<file path="config.mk">
export PLATFORM = sky130hd
export DESIGN_NAME = dds_wave_gen
export DESIGN_NICKNAME = d
export VERILOG_FILES = /design/src/rtl/dds_wave_gen.sv
export SDC_FILE = /design/constraint.sdc
export NUM_CORES = 1
export LEC_CHECK = 0
export CAP_MARGIN = 20
export CORE_UTILIZATION = 59
export DETAILED_ROUTE_END_ITERATION = 8
export HOLD_SLACK_MARGIN = 0.02
export PLACE_DENSITY = 0.86
export SYNTH_ARGS = -nofsm -noshare
export SYNTH_HDL_FRONTEND = slang
export SYNTH_SLANG_ARGS = --single-unit
</file>
<file path="constraint.sdc">
create_clock -name Fg_CLK -period 3.16 [get_ports Fg_CLK]
set_input_delay 0.632 -clock Fg_CLK [delete_from_list [all_inputs] [get_ports Fg_CLK]]
set_output_delay 0.632 -clock Fg_CLK [all_outputs]
set_load 0.03 [all_outputs]
</file>
<file path="src/rtl/dds_wave_gen.sv">
// dds_wave_gen: phase-accumulator waveform generator.
// Stage 1 advances the phase on each qualified Ready&Enable strobe; stage 2
// turns the updated phase into one DAC code (square/saw/triangle/sine).
// Waveform changes are deferred to the phase wrap so a period is never cut.
`timescale 1ns/1ps
module dds_wave_gen #(
  parameter int PHASE_W = 16,
  parameter int DATA_W  = 8,
  parameter int LUT_AW  = 6    // must equal DATA_W-2
) (
  input  logic               Fg_CLK,
  input  logic               RESETn,
  input  logic               Ready,
  input  logic               Enable,
  input  logic [PHASE_W-1:0] TuneWord,
  input  logic [1:0]         WaveSel,
  input  logic               WaveSelStb,
  output logic [DATA_W-1:0]  DacData,
  output logic               DacValid,
  output logic               PhaseWrap
);

  typedef enum logic [1:0] {
    WAVE_SQUARE = 2'd0,
    WAVE_SAW    = 2'd1,
    WAVE_TRI    = 2'd2,
    WAVE_SINE   = 2'd3
  } wave_e;

  localparam logic [DATA_W-1:0] MIDSCALE = {1'b1, {(DATA_W-1){1'b0}}};

  // Quarter-wave table: round(127*sin((n+0.5)*pi/128)), n = 0..63 (8-bit codes).
  localparam logic [6:0] SINE_LUT [64] = '{
    7'd2,   7'd5,   7'd8,   7'd11,  7'd14,  7'd17,  7'd20,  7'd23,
    7'd26,  7'd29,  7'd32,  7'd35,  7'd38,  7'd41,  7'd44,  7'd47,
    7'd50,  7'd53,  7'd56,  7'd58,  7'd61,  7'd64,  7'd67,  7'd69,
    7'd72,  7'd74,  7'd77,  7'd79,  7'd82,  7'd84,  7'd86,  7'd89,
    7'd91,  7'd93,  7'd95,  7'd97,  7'd99,  7'd101, 7'd103, 7'd105,
    7'd106, 7'd108, 7'd110, 7'd111, 7'd113, 7'd114, 7'd115, 7'd117,
    7'd118, 7'd119, 7'd120, 7'd121, 7'd122, 7'd123, 7'd124, 7'd124,
    7'd125, 7'd125, 7'd126, 7'd126, 7'd127, 7'd127, 7'd127, 7'd127
  };

  // Stage-1 state
  logic [PHASE_W-1:0] phase_q, phase_d;
  logic               s1_valid_q, s1_valid_d;
  logic               s1_wrap_q, s1_wrap_d;
  wave_e              act_sel_q, act_sel_d;
  wave_e              pend_sel_q, pend_sel_d;
  // Stage-2 (output) state
  logic [DATA_W-1:0]  dac_q, dac_d;
  logic               valid_q, valid_d;
  logic               wrap_q, wrap_d;

  logic [PHASE_W:0]   phase_sum;
  logic [DATA_W-1:0]  p_top;
  logic [DATA_W-1:0]  wave_code;
  logic [LUT_AW-1:0]  lut_addr;
  logic [DATA_W-2:0]  lut_val;

  // Stage 1: accumulate on qualified strobes, defer sel change to the wrap edge
  always_comb begin
    pend_sel_d = WaveSelStb ? wave_e'(WaveSel) : pend_sel_q;
    phase_sum  = {1'b0, phase_q} + {1'b0, TuneWord};
    phase_d    = phase_q;
    s1_valid_d = 1'b0;
    s1_wrap_d  = 1'b0;
    act_sel_d  = act_sel_q;
    if (!Ready) begin
      phase_d   = '0;
      act_sel_d = pend_sel_d;
    end else if (Enable) begin
      phase_d    = phase_sum[PHASE_W-1:0];
      s1_valid_d = 1'b1;
      s1_wrap_d  = phase_sum[PHASE_W];
      if (phase_sum[PHASE_W]) begin
        act_sel_d = pend_sel_d;
      end
    end
  end

  // Waveform shaping from the stage-1 phase and active selection
  always_comb begin
    p_top     = phase_q[PHASE_W-1 -: DATA_W];
    lut_addr  = p_top[DATA_W-2] ? ~p_top[LUT_AW-1:0] : p_top[LUT_AW-1:0];
    lut_val   = (DATA_W-1)'(SINE_LUT[lut_addr]);
    wave_code = MIDSCALE;
    unique case (act_sel_q)
      WAVE_SQUARE: wave_code = {DATA_W{p_top[DATA_W-1]}};
      WAVE_SAW:    wave_code = p_top;
      WAVE_TRI:    wave_code = p_top[DATA_W-1] ? ~{p_top[DATA_W-2:0], 1'b0}
                                               :  {p_top[DATA_W-2:0], 1'b0};
      WAVE_SINE:   wave_code = p_top[DATA_W-1] ? {1'b0, ~lut_val}
                                               : {1'b1,  lut_val};
      default:     wave_code = MIDSCALE;
    endcase
  end

  // Stage 2: register the code; Ready low flushes to idle midscale
  always_comb begin
    dac_d   = dac_q;
    valid_d = 1'b0;
    wrap_d  = 1'b0;
    if (!Ready) begin
      dac_d = MIDSCALE;
    end else if (s1_valid_q) begin
      dac_d   = wave_code;
      valid_d = 1'b1;
      wrap_d  = s1_wrap_q;
    end
  end

  // State registers with asynchronous active-low reset
  always_ff @(posedge Fg_CLK or negedge RESETn) begin
    if (!RESETn) begin
      phase_q    <= '0;
      s1_valid_q <= 1'b0;
      s1_wrap_q  <= 1'b0;
      act_sel_q  <= WAVE_SQUARE;
      pend_sel_q <= WAVE_SQUARE;
      dac_q      <= MIDSCALE;
      valid_q    <= 1'b0;
      wrap_q     <= 1'b0;
    end else begin
      phase_q    <= phase_d;
      s1_valid_q <= s1_valid_d;
      s1_wrap_q  <= s1_wrap_d;
      act_sel_q  <= act_sel_d;
      pend_sel_q <= pend_sel_d;
      dac_q      <= dac_d;
      valid_q    <= valid_d;
      wrap_q     <= wrap_d;
    end
  end

  assign DacData   = dac_q;
  assign DacValid  = valid_q;
  assign PhaseWrap = wrap_q;

endmodule

</file>
==> results_dict.tcl <==
set metrics [dict create \
    grt_start_max_net_pins 34 \
    cts_setup_buffers 0 \
    grt_pass1_vias 3148 \
    final_nets 486 \
    wl_per_cell_um 17.3 \
    synth_edf_count 0 \
    port-buffer-count 32 \
    slowest_stage "a221oi_1" \
    start_util_pct 61.4 \
    dr.pass1.iters 6 \
    netlist_area_um2 3380 \
    holdBufCountCts 0 \
    cts_tree "built" \
    clkLatencyLatePin_ns 0.29 \
    syn_nets 466 \
    final.setup_skew_ns 0.00369 \
    io-pin-count 33 \
    setup_viol 0 \
    fp.dieW_um 77.7 \
    switching_share_pct 46.4 \
    p_sw_mw 0.959 \
    syn2layout_area_growth_pct 12.2 \
    cts_inserted_buffers 5 \
    seq_power_share_pct 27.0 \
    cpMostUsedCell "xnor2_1" \
    clock_tree.buffer_depth 2 \
    relSlewSlack_pct 40.1 \
    start_kind "flip-flop" \
    critPathRequiredTime_ns 3.38 \
    insertedDiodeCount 0 \
    worst_pin_slew_ns 0.899 \
    r2r_slack_ns 0.34 \
    synth-seq-cells 32 \
    synth_ff_type "dfrtp_1" \
    synth_top_family_by_area "compound AO/OA/AOI/OAI gates" \
    drt_wl_total_mm 8.85 \
    yosysUniqueCellTypes 62 \
    htree_levels 2 \
    postRouteAntennaNets 0 \
    rr_worst_depth 10 \
    status "finished clean" \
    pwr-share-comb_pct 57.3 \
    async_flop_share_pct 100 \
    vias 3428 \
    synth-compound-area-share_pct 30.6 \
    layout_commonest_cell "nand2_1" \
    routed_via_density 6.70 \
    drt_iter0_markers 411 \
    cap_viol_max_count 0 \
    cp-endpoint "DacData[0]$_DFFE_PN0P_" \
    final_cell_mix "nand2_1 (41), clkdlybuf4s50_1 (32), dfrtp_1 (31), o21ai_0 (31), a21oi_1 (28)" \
    min_period_over_period_pct 89.2 \
    period_needed_ns 2.82 \
    synth_warnings 0 \
    p_leak_nw 1.62 \
    path_max_fanout 7 \
    antenna_found_initial 0 \
    crit_path_end_kind "flip-flop" \
    final_area_um2 3790 \
    rr_startpoint "phase_q[14]$_DFFE_PN0P_" \
    place_hpwl_mm 6.44 \
    finalSetupTns_ns 0 \
    drc 0 \
    hold_viol 0 \
    syn_avg_cell_area_um2 8.07 \
    path_cells "xnor2_1, inv_1, ha_1, nor2b_1, o21ai_0, o31ai_1, a221oi_1, a221oi_2, xnor2_1, o21ai_1" \
    p_int_mw 1.11 \
    cp-startpoint "phase_q[14]$_DFFE_PN0P_" \
    clkPwrFrac_pct 15.7 \
    rows 27 \
    ctsRootBufferMaster "clkbuf_8" \
    synth_xor_area_share_pct 5.96 \
    grt_pass1_wl_mm 15.0 \
    crit_arrival_ns 3.04 \
    min_path_type "reg2reg" \
    grt_use_total_pct 31.0 \
    layout-drive-gt1-share_pct 7.73 \
    cts_sinks 32 \
    synthAdderAreaFrac_pct 9.11 \
    clk_pin_slew_worst_paths_ns 0.07 \
    worstSetupPathType "reg2reg" \
    syn_inst 419 \
    critPathMaxStageDelay_ns 0.47 \
    max-vdd-ir-drop_mv 0.407 \
    yosys.area_share.simple_pct 18.4 \
    finalPower_mw 2.07 \
    hold_slack_ns 0.500 \
    coreArea_um2 5510 \
    dieArea_um2 6030 \
    placed_cell_area_um2 3700 \
    place.gp.congestion 0.932 \
    synth_seq_area_share_pct 23.7 \
    finalMaxSlewViolations 0 \
    die_h_um 77.7 \
    worst_r2r_endpoint "DacData[0]$_DFFE_PN0P_" \
    grt_setup_unrepaired "no" \
    cts_resized 0 \
    fillers 456 \
    gr-total-overflow 0 \
    synthMuxAreaShare_pct 5.18 \
    power_density_nw_per_um2 545 \
    fmax_ghz 0.355 \
]
## worst max-delay path: cells and delay by family, from the launching register on
family	cells	cell delay [ns]
compound gates	5	1.01
xor+xnor	2	0.59
flops	1	0.45
fa+ha+maj	1	0.34
simple gates	1	0.19
buf+inv	1	0.17
## sequential cells by signal, summed over array words and instances, names as in the netlist
register,flops
DacData,8
DacValid,1
PhaseWrap,1
act_sel_q,2
pend_sel_q,2
phase_q,16
s1_valid_q,1
s1_wrap_q,1
## cell usage after synthesis, drive strengths merged (7+ instances only)
library cell / count / area (µm²)
mux2i: 13 / 130
nor2b: 20 / 128
o22ai: 10 / 62.6
nand2: 41 / 154
a21oi: 28 / 140
xor2: 10 / 87.6
a211oi: 7 / 57.6
nor2: 23 / 88.8
inv: 15 / 56.3
nand3: 8 / 40.0
a21o: 10 / 75.1
nand2b: 7 / 43.8
dfrtp: 31 / 776
nor3: 9 / 45.0
o21ai: 36 / 180
buf: 22 / 148
ha: 23 / 288
xnor2: 13 / 114
clkbuf: 9 / 33.8
## area by class of cell
class	count	area, µm²	area share (%)
clock buffers	5	68.8	1.82
well taps	72	90.1	2.38
flip-flops and latches	32	802	21.2
repair buffers	44	410	10.8
clock inverters	3	23.8	0.627
multi-input cells	341	2340	61.7
inverters	15	56.3	1.49
## worst min path at each step
stage,slack [ns],startpoint,cells after the start,endpoint
after floorplan,0.34,RESETn,0,DacData[0]$_DFFE_PN0P_
after CTS,0.50,s1_wrap_q$_DFF_PN0_,1,PhaseWrap$_DFF_PN0_
after global routing,0.53,s1_wrap_q$_DFF_PN0_,1,PhaseWrap$_DFF_PN0_
final,0.50,s1_wrap_q$_DFF_PN0_,1,PhaseWrap$_DFF_PN0_
after detailed placement,0.48,s1_wrap_q$_DFF_PN0_,1,PhaseWrap$_DFF_PN0_
after global placement,0.48,s1_wrap_q$_DFF_PN0_,1,PhaseWrap$_DFF_PN0_
## stage by stage
step	setup WS, ns	util [%]	cells
global route	0.134	68.8	512
CTS	0.354	68.8	512
floorplan	0.491	-	419
global placement	0.0845	67.2	504
detailed placement	0.0833	67.2	504
finish	0.342	68.8	512
## routing by layer
layer	up-vias	GRT usage, %	wire length (µm)
met5	-	0	0
met4	0	10.0	182
met3	24	5.65	639
met2	165	47.2	4030
met1	1649	44.2	4000
li1	1590	-	-
## power groups by stage
| stage | Clock (mW) | Combinational (mW) | Sequential (mW) |
|---|---|---|---|
| global placement | 0 | 1.12 | 0.558 |
| CTS | 0.326 | 1.16 | 0.554 |
| global route | 0.348 | 1.30 | 0.567 |
| detailed placement | 0 | 1.15 | 0.562 |
| floorplan | 0 | 0.923 | 0.526 |
| finish | 0.325 | 1.18 | 0.559 |
## logic make-up after synthesis
group,after synthesis
AOI/OAI and AO/OA,151
DFF,32
muxes,17
buffers and inverters,46
adders and majority gates,24
xor gates and xnor gates,23
and+or+nand+nor,126
(Power assumes the default switching activity.)
